==> src/rtl/pipe_ctrl_unit.sv <==
// Pipeline stall/flush controller: prefix stall vector with one-hot bubble strobes,
// registered exception/ERET flush sequencer, and a stall watchdog with saturating counter.
module pipe_ctrl_unit #(
  parameter int NSTAGE    = 5,
  parameter int FLUSH_CYC = 1,
  parameter int CNT_W     = 8,
  parameter int MAX_STALL = 200
) (
  input  logic              cpu_clk_50M,
  input  logic              cpu_rst,
  input  logic [NSTAGE-1:0] stallreq,
  input  logic              flushreq,
  output logic [NSTAGE-1:0] stall,
  output logic [NSTAGE-1:0] bubble,
  output logic              flush,
  output logic [CNT_W-1:0]  stall_cnt,
  output logic              stall_timeout
);

  localparam int FCNT_W = $clog2(FLUSH_CYC) + 1;

  typedef enum logic {IDLE, FLUSH} state_t;

  state_t              state_q, state_d;
  logic [FCNT_W-1:0]   fcnt_q, fcnt_d;
  logic                flush_q, flush_d;
  logic [CNT_W-1:0]    cnt_q, cnt_d;
  logic                timeout_q, timeout_d;
  logic [NSTAGE-1:0]   req_prefix;
  logic                any_stall;

  // req_prefix[i] is set when stage i or any later stage asks to stall.
  always_comb begin
    logic acc;
    acc        = 1'b0;
    req_prefix = '0;
    for (int i = NSTAGE - 1; i >= 0; i--) begin
      acc           = acc | stallreq[i];
      req_prefix[i] = acc;
    end
  end

  always_comb begin
    stall  = (cpu_rst || flush_q) ? '0 : req_prefix;
    bubble = '0;
    for (int i = 1; i < NSTAGE; i++) begin
      bubble[i] = stall[i-1] & ~stall[i];
    end
  end

  assign any_stall = (stall != '0);

  always_comb begin
    state_d = state_q;
    fcnt_d  = fcnt_q;
    case (state_q)
      IDLE: begin
        if (flushreq) begin
          state_d = FLUSH;
          fcnt_d  = FCNT_W'(FLUSH_CYC - 1);
        end
      end
      FLUSH: begin
        // Requests during a flush, including its last cycle, are dropped.
        if (fcnt_q == '0) begin
          state_d = IDLE;
        end else begin
          fcnt_d = fcnt_q - 1'b1;
        end
      end
      default: state_d = IDLE;
    endcase
    flush_d = (state_d == FLUSH);
  end

  always_comb begin
    cnt_d     = cnt_q;
    timeout_d = timeout_q;
    if (flush_q || !any_stall) begin
      cnt_d = '0;
    end else if (cnt_q != '1) begin
      cnt_d = cnt_q + 1'b1;
    end
    if (flush_q) begin
      timeout_d = 1'b0;
    end else if (any_stall && cnt_q >= CNT_W'(MAX_STALL - 1)) begin
      timeout_d = 1'b1;
    end
  end

  always_ff @(posedge cpu_clk_50M or posedge cpu_rst) begin
    if (cpu_rst) begin
      state_q   <= IDLE;
      fcnt_q    <= '0;
      flush_q   <= 1'b0;
      cnt_q     <= '0;
      timeout_q <= 1'b0;
    end else begin
      state_q   <= state_d;
      fcnt_q    <= fcnt_d;
      flush_q   <= flush_d;
      cnt_q     <= cnt_d;
      timeout_q <= timeout_d;
    end
  end

  assign flush         = flush_q;
  assign stall_cnt     = cnt_q;
  assign stall_timeout = timeout_q;

endmodule

==> config.mk <==
export PLATFORM = sky130hd
export DESIGN_NAME = pipe_ctrl_unit
export DESIGN_NICKNAME = d
export VERILOG_FILES = /design/src/rtl/pipe_ctrl_unit.sv
export SDC_FILE = /design/constraint.sdc
export NUM_CORES = 1
export LEC_CHECK = 0
export BUFFER_PORTS_ARGS = -buffer_cell sky130_fd_sc_hd__buf_2
export CAP_MARGIN = 10
export CORE_MARGIN = 2
export CORE_UTILIZATION = 45
export DETAILED_ROUTE_END_ITERATION = 10
export PLACE_DENSITY = 0.78
export SLEW_MARGIN = 20
export SYNTH_ARGS = -nofsm -noshare
export SYNTH_HDL_FRONTEND = slang
export SYNTH_SLANG_ARGS = --single-unit
==> constraint.sdc <==
create_clock -name cpu_clk_50M -period 2.3 [get_ports cpu_clk_50M]
set_clock_uncertainty 0.05 [all_clocks]
set_input_delay 0.345 -clock cpu_clk_50M [delete_from_list [all_inputs] [get_ports cpu_clk_50M]]
set_output_delay 0.345 -clock cpu_clk_50M [all_outputs]
set_load 0.005 [all_outputs]
==> results.md, run 1 <==
- Post-layout net count: 104
- Setup crit start: stallreq[3]
- DR vias: between 600 and 700
- Starting DRT DRC Count: 10
- Critical path's largest stage delay: 0.54 ns
- Die area: 1610 um^2
- Placed Cells: 105
- CTS root buffer: clkbuf_4
- Met1 wire length: between 600 and 700 um
- Final hold vios: 0
- CTS tree: done
- Setup CP Type: input pin to output pin
- Number of flops mapped to enable cells by yosys: 0
- CORE AREA: 1250 um^2
- Worst-path clk slew: 0.06 ns
- Num CTS Buffers: 3
- Num rows: 13
- Startpoint types: input pin
- Commonest non-fill, non-tap cells in the layout: 26 x buf_2, 10 x nor3_1, 10 x dfrtp_1
- CTS Sinks: 10
- Cell variety after synth: 26
- Met3 wire length: 64 um
- Number of port buffers: 26
- Post-CTS Setup Bufs: 0
- Cell area after synthesis: approximately 590 um^2
- Worst-Skew Late Latency: 0.26 ns
- Synth warnings: 0
- Top FF cell, synth: dfrtp_1
- Worst min path class: input pin to async pin
- Design Area, Final: 751 um^2
- Worst vdd ir: 0.000198 V
- Starting Density: 0.469
- Multiplexer share of the synthesized area: 0
- DR pass1 iterations: 4
- Post-synthesis sequential area ratio: 0.426
- Crit-path slowest cell: or4_4
- WP data required: between 1.5 and 2 ns
- Met2 Wirelength: 630 um
- HPWL after DPL: between 1000 and 1500 um
- Status: completed
- Antenna Diode Count: 0
- Slew Limit Fails: 0
- Synth Area in Compound Gates: 0.166
- RSZ-0062 raised after global routing: no
- Standby leakage power: 0.000396 uW
- DRC Markers: 0
- Synthesized netlist cell count: 65
- Layout Area Growth over Synthesis: 27.9%
- Ys async rst share: 1.00
- Worst path most repeated cell: buf_2
- Die Ht: ~40 um
- Initial antenna violation count: 0
- FMAX: between 500 and 600 MHz
- CP cell instances: buf_2 > or4_4 > o21ai_4 > inv_1 > buf_2
- Endpoint class of the critical path: output pin
- Total of max-cap violations: 0
- Final period utilization: 0.810
- Drt wl/cell: 12.2 um
- Post-CTS Hold Buffers: 0
- R2r startpoint: flush
- Syn Area/Cell: between 9 and 10 um^2
- Syn_nets: 74
- Global-route wire length before repair: around 2000 um
- Die span in x: approximately 40 um
- DR vias/cell: 5.74
- Final non-filler cell total: between 100 and 150
- Final WL: 1320 um
- Synth Area in Simple Gates: 0.348
- ANT nets after route: 0
- #FFs+latches synth: 10
- Combinational family with the most area after synthesis: simple AND/OR/NAND/NOR gates
- Crit path arrival time: 1.47 ns
- GRT Overall Usage: 0.192
- XOR/XNOR Fraction of Synth Area: 0
- # setup viols final: 0
- Final min period: between 1.5 and 2 ns
- Vias in the first global route: roughly 430
- CTS HTree Levels: 1
- Layout cells sized above 1: 0.344
- Overflow left after global routing: 0
- Worst Path Max Fanout: 10
- Pwr/cell area: roughly 470 nW/um^2
- Max clock buf depth: 2
- Most common cell after layout, fill and taps aside: buf_2
- Largest net degree at the start of global routing: 11
- RD Place Congestion: 0.772
- Setup TNS: 0 ns
- I/O pins: 28
- Post-cts resize count: 0
- Max layer used: met3
- Area share of fa/ha/maj cells after synthesis: 0.0213
- Post-DP Area: 728 um^2
routing by layer:
| layer | vias up | GRT usage |
|---|---|---|
| li1 | 305 | - |
| met1 | 296 | 0.263 |
| met2 | 19 | 0.258 |
| met3 | 0 | 0.0833 |
| met4 | 0 | 0.0776 |
| met5 | - | 0 |
synth_stat cells, types with 2 or more instances:
cell type  number  area, um^2
and2_1          2        12.5
nor3_1         10        50.1
and4_1          2        17.5
nand2_1         3        11.3
nand3_1         2        10.0
a21oi_1         4        20.0
inv_1           3        11.3
nor4_1          3        18.8
and3_1          6        37.5
dfrtp_1        10         250
a211oi_1        2        15.0
nor2_1          4        15.0
cells by family after synthesis:
logic type | count (synthesis)
AOI/OAI and AO/OA | 13
and+or+nand+nor | 36
DFF | 10
other | 1
adders and majority gates | 1
buffers and inverters | 4
path summary, 6_finish.rpt:
check                                 to  slack [ns]  cells after the start
max reg2reg                stall_timeout        0.88                      3
max in group asynchronous   stall_cnt[1]        1.88                      2
min reg2reg                stall_timeout        0.48                      2
min                        stall_timeout        0.05                      2
min in group cpu_clk_50M           flush        0.25                      2
max                             stall[0]        0.44                      5
through the flow:
stage / hold slack, ns / power (uW) / util / setup slack (ns)
final: 0.0461 / 352 / 0.599 / 0.438
after global routing: 0.0609 / 371 / 0.599 / 0.374
after CTS: 0.0590 / 356 / 0.599 / 0.433
after detailed placement: 0.345 / 237 / 0.581 / 0.441
after global placement: 0.340 / 236 / 0.581 / 0.442
after floorplan: 0.135 / 212 / - / 0.731
registers in the layout, summed over array words and instances, names as in the netlist:
register       flops
stall_cnt          8
stall_timeout      1
flush              1
where the power goes:
part / switching, uW / internal (uW) / total [uW]
Clock: 58.3 / 60.4 / 119
Combinational: 26.2 / 21.0 / 47.2
Sequential: 5.78 / 180 / 186
area by class of cell:
type,count,area [um^2]
clock buffer,3,22.5
fill,109,502
multi-input combinational,51,318
timing repair buffer,26,130
sequential,10,250
tap,15,18.8
inverter,3,11.3
worst max-delay path, delay by kind of cell:
| family | cells | cell delay (ns) |
|---|---|---|
| buffers and inverters | 3 | 0.32 |
| AOI/OAI and AO/OA | 1 | 0.27 |
| and+or+nand+nor | 1 | 0.54 |
Power figures use the tool's default switching activity.
==> inputs of run 2 (changes only) <==
CORE_UTILIZATION = 43   (was 45)
PLACE_DENSITY = 0.75   (was 0.78)
clock period = 1.95 ns   (was 2.3 ns; I/O delays follow)
==> run 2 against run 1 <==
  * Flip-flop and latch count is the same
  * Utilization shrank 0.93 points
  * Worst setup slack lost 0.21 ns
  * Cell area grew 1.0%
  * Routed wire length grew 4.6%
  * Largest power group unchanged
  * Sequential power grew 18%
  * Die area grew 4.2%
==> results.md, run 2 (synthesis gave the netlist of run 1 again) <==
- Final non-filler cell total: ~110
- Filler Cell Count: between 100 and 150
- Die Ht: 40.9 um
- Vias in the first global route: 487
- Starting DRT DRC Count: 15
- Most common cell after layout, fill and taps aside: buf_2
- Slew Limit Fails: 0
- Post-layout net count: roughly 110
- Hold Slack: 0.000369 ns
- Endpoint class of the critical path: output pin
- Final WL: 1380 um
- Post-CTS Setup Bufs: 0
- Startpoint types: flip-flop
- Standby leakage power: about 0.00040 uW
- Antenna Diode Count: 0
- Total of max-cap violations: 0
- Design Area, Final: 758 um^2
- Placed Cells: 106
- Sequential share of power: 0.526
- DR vias/cell: 5.68
- CTS tree: done
- Post-cts resize count: 0
- Setup CP Type: flip-flop to output pin
- # setup viols final: 0
- Pwr/cell area: 549 nW/um^2
- Crit path arrival time: 1.38 ns
- HPWL after DPL: 1020 um
- Commonest non-fill, non-tap cells in the layout: 26 x buf_2, 10 x nor3_1, 10 x dfrtp_1
- Worst Path Max Fanout: 8
- Area occupied by multi-input gates: 318 um^2
- Worst vdd ir: 0.000328 V
- Worst-Skew Late Latency: approximately 0.26 ns
- P_sw: about 110 uW
- Clock Power Share: 0.333
- Status: completed
- DR vias: 619
- CORE AREA: 1280 um^2
- Final period utilization: 0.883
- Drt wl/cell: 12.7 um
- Die span in x: 40.9 um
- Initial antenna violation count: 0
- Max clock buf depth: 2
- Layout cells sized above 1: 0.351
- WP data required: 1.61 ns
- Num rows: 13
- FMAX: 581 MHz
- Worst min path class: input pin to async pin
- Combinational power share: 0.141
- Internal: 310 uW
- RD Place Congestion: 0.724
- Number of flip-flops in the largest register: 8
- Sw Share: 0.255
- Worst-path clk slew: 0.06 ns
- CTS HTree Levels: 1
- Final hold vios: 0
- Overflow left after global routing: 0
- Setup TNS: 0 ns
- Die area: ~1700 um^2
- I/O pins: 28
- Num CTS Buffers: 3
- CTS root buffer: clkbuf_4
- DR pass1 iterations: 4
- Post-CTS Hold Buffers: 0
- ANT nets after route: 0
- Storage cell area: ~250 um^2
- CTS Sinks: 10
- Starting Density: 0.457
- Number of port buffers: 26
- DRC Markers: 0
- GRT Overall Usage: 0.190
- Post-DP Area: 736 um^2
- Largest net degree at the start of global routing: 11
- Final min period: 1.72 ns
- Global-route wire length before repair: between 2000 and 2500 um
- RSZ-0062 raised after global routing: no
- Layout Area Growth over Synthesis: 29.2%
-- run 2: changes by cell type in the layout (fill, tap and decap cells not counted), sizes merged --
cell  delta
buf      +1
-- run 2: layout make-up --
cell class,instances,area share
repair buffers,27,0.182
clock buffers,3,0.0297
inverters,3,0.0149
flip-flops and latches,10,0.330
well taps,15,0.0248
multi-input cells,51,0.419
-- run 2: metal layers --
metal / vias to the layer above / wire [um] / track usage
met5: - / 0 / 0
met4: 0 / 11 / 0.100
met3: 2 / 83 / 0.0326
met2: 22 / 634 / 0.266
met1: 285 / 649 / 0.272
li1: 310 / - / -
-- run 2: stage by stage --
stage | total power (uW) | util | setup WS, ns
floorplan | 250 | - | 0.486
global placement | 281 | 0.573 | 0.361
detailed placement | 282 | 0.573 | 0.353
CTS | 424 | 0.590 | 0.214
global route | 444 | 0.590 | 0.0713
finish | 416 | 0.590 | 0.228
-- run 2: path summary, 6_finish.rpt --
path / startpoint / depth (start not counted) / end / slack, ns
setup / recovery: flush / 3 / bubble[3] / 0.23
hold / removal: cpu_rst / 2 / flush / 0.0004
setup reg to reg: flush / 4 / stall_timeout / 0.45
hold reg to reg: stall_timeout / 2 / stall_timeout / 0.47
max in group asynchronous: cpu_rst / 2 / stall_cnt[7] / 1.58
min in group cpu_clk_50M: flushreq / 2 / flush / 0.20
-- run 2: worst max-delay path, stage by stage (launching register included) --
cell and delay, ns:
dfrtp_1 0.46, nor2_1 0.34, and3_1 0.21, buf_2 0.11
-- run 2: power groups by stage --
stage | Sequential (uW) | Clock, uW | Combinational [uW]
floorplan | 222 | 0 | 28.2
global placement | 223 | 0 | 57.9
detailed placement | 223 | 0 | 59.2
finish | 219 | 139 | 58.5
CTS | 219 | 146 | 59.3
global route | 220 | 158 | 66.3
==> inputs of run 3 (changes only) <==
CORE_UTILIZATION = 39   (was 43)
PLACE_DENSITY = 0.72   (was 0.75)
clock period = 1.55 ns   (was 1.95 ns; I/O delays follow)
==> run 3 against run 2 <==
  * Global-route usage is 3.6 points lower
  * Non-clock buffer count grew 2
  * First-iteration DRC count fell by 33%
  * Register-to-register slack lost 0.28 ns
  * Count of clock-buffer cells in the layout unchanged
  * Die area is 9.2% higher
  * Via count fell by 1.5%
  * Critical path type is now input pin to output pin
==> results.md, run 3 (synthesis gave the netlist of run 1 again) <==
- Status: completed
- Worst-path clk slew: 0.05 ns
- Startpoint types: input pin
- Setup slack at placement: 0.0666 ns
- Starting DRT DRC Count: 10
- # setup viols final: 0
- DR vias/cell: between 5 and 6
- Die area: approximately 1800 um^2
- Num CTS Buffers: 3
- Largest net degree at the start of global routing: 11
- Max layer used: met4
- Setup TNS: 0 ns
- Die Ht: 42.8 um
- Filler Cell Count: between 100 and 150
- R2r setup slk: roughly 0.17 ns
- Most common cell after layout, fill and taps aside: buf_2
- Crit path arrival time: 1.20 ns
- Reg2Reg Depth: 4
- Met2 Wirelength: just over 600 um
- Post-layout net count: ~110
- Vias in the first global route: 521
- CTS tree: done
- Power, Total: 517 uW
- Slew Limit Fails: 0
- CTS Sinks: 10
- Worst-Skew Late Latency: 0.25 ns
- Final hold vios: 0
- Worst path most repeated cell: buf_2
- Global-route wire length before repair: 2150 um
- Number of port buffers: 26
- Endpoint class of the critical path: output pin
- DRC Markers: 0
- CTS root buffer: clkbuf_4
- Final non-filler cell total: ~110
- Num rows: 13
- R2R Path End: stall_cnt[4]
- CTS HTree Levels: 1
- Layout cells sized above 1: 0.375
- WP data required: 1.27 ns
- Layout Area Growth over Synthesis: 33.7%
- Critical path's largest stage delay: 0.54 ns
- Worst Path Max Fanout: 4
- Met1 wire length: 650 um
- Met3 wire length: a little under 70 um
- CORE AREA: ~1400 um^2
- Standby leakage power: between 0.0004 and 0.0005 uW
- Post-route setup slack: 0.0643 ns
- Drt wl/cell: about 12 um
- Total of max-cap violations: 0
- GRT Overall Usage: 0.154
- Final WL: 1350 um
- RD Place Congestion: 0.788
- Antenna Diode Count: 0
- Min-Delay Endpoint: flush
- Worst min path class: input pin to flip-flop
- Starting Density: 0.435
- Commonest non-fill, non-tap cells in the layout: 26 x buf_2, 10 x nor3_1, 10 x dfrtp_1
- DR pass1 iterations: 4
- Final period utilization: 0.959
- Placed Cells: 107
- Setup CP Type: input pin to output pin
- Max clock buf depth: 2
- Initial antenna violation count: 0
- Post-CTS Setup Bufs: 0
- Crit-path slowest cell: or4_4
- Number of flip-flops in the largest register: 8
- Pwr/cell area: approximately 660 nW/um^2
- I/O pins: 28
- DR vias: between 600 and 700
- HPWL after DPL: 1050 um
- FMAX: 673 MHz
- Final min period: 1.49 ns
- Hold path cells: 2
- R2r startpoint: stall_cnt[0]
- ANT nets after route: 0
- CP cell instances: buf_2 > or4_4 > o21ai_4 > inv_1 > buf_2
- Die span in x: 42.8 um
- Hold Crit Start: flushreq
- RSZ-0062 raised after global routing: no
- Overflow left after global routing: 0
- Worst vdd ir: between 0.0005 and 0.0006 V
==> run 3: changes by cell type in the layout (fill, tap and decap cells not counted), sizes merged <==
cell / delta
buf: +1
dlygate4sd3: +1
==> run 3: worst max-delay path by stage <==
stage | from | endpoint
after floorplan | stallreq[3] | stall[0]
after global placement | stallreq[3] | stall[0]
after detailed placement | stallreq[3] | stall_timeout
after CTS | flush | bubble[2]
after global routing | flush | bubble[2]
final | stallreq[3] | stall[0]
==> run 3: stage by stage <==
stage	hold slack (ns)	utilization	cell area, um^2
after floorplan	0.0227	-	587
after global placement	0.222	0.551	743
after detailed placement	0.219	0.551	743
after CTS	0.146	0.575	776
after global routing	0.154	0.581	785
final	0.147	0.581	785
==> run 3: per-layer routing <==
layer / vias up / GRT usage
met5: - / 0
met3: 2 / 0.0638
li1: 309 / -
met4: 0 / 0.0188
met2: 12 / 0.233
met1: 287 / 0.210
==> run 3: power by group <==
part,leakage (uW),internal [uW],switching [uW]
clock,0.0000138,88.6,71.2
sequential,0.000137,267,6.42
combinational,0.000260,38.2,45.5
==> run 3: cell type report <==
type	count	area [um^2]	share of cell area
Clock buffer	3	22.5	0.0287
Multi-Input combinational cell	51	327	0.416
Tap cell	15	18.8	0.0239
Sequential cell	10	250	0.319
Inverter	3	11.3	0.0144
Timing Repair Buffer	29	155	0.198
==> run 3: what timing repair did <==
item | in CTS | in global routing
gates resized for setup | 0 | 2
endpoints found under the setup margin | 0 | 6
hold buffers | 1 | 0
hold endpoints to repair | 10 | 0
==> run 3: worst max-delay path: cells and delay by family <==
kind	cells	cell delay (ns)
AOI/OAI and AO/OA	1	0.14
buffers and inverters	3	0.29
and+or+nand+nor	1	0.54
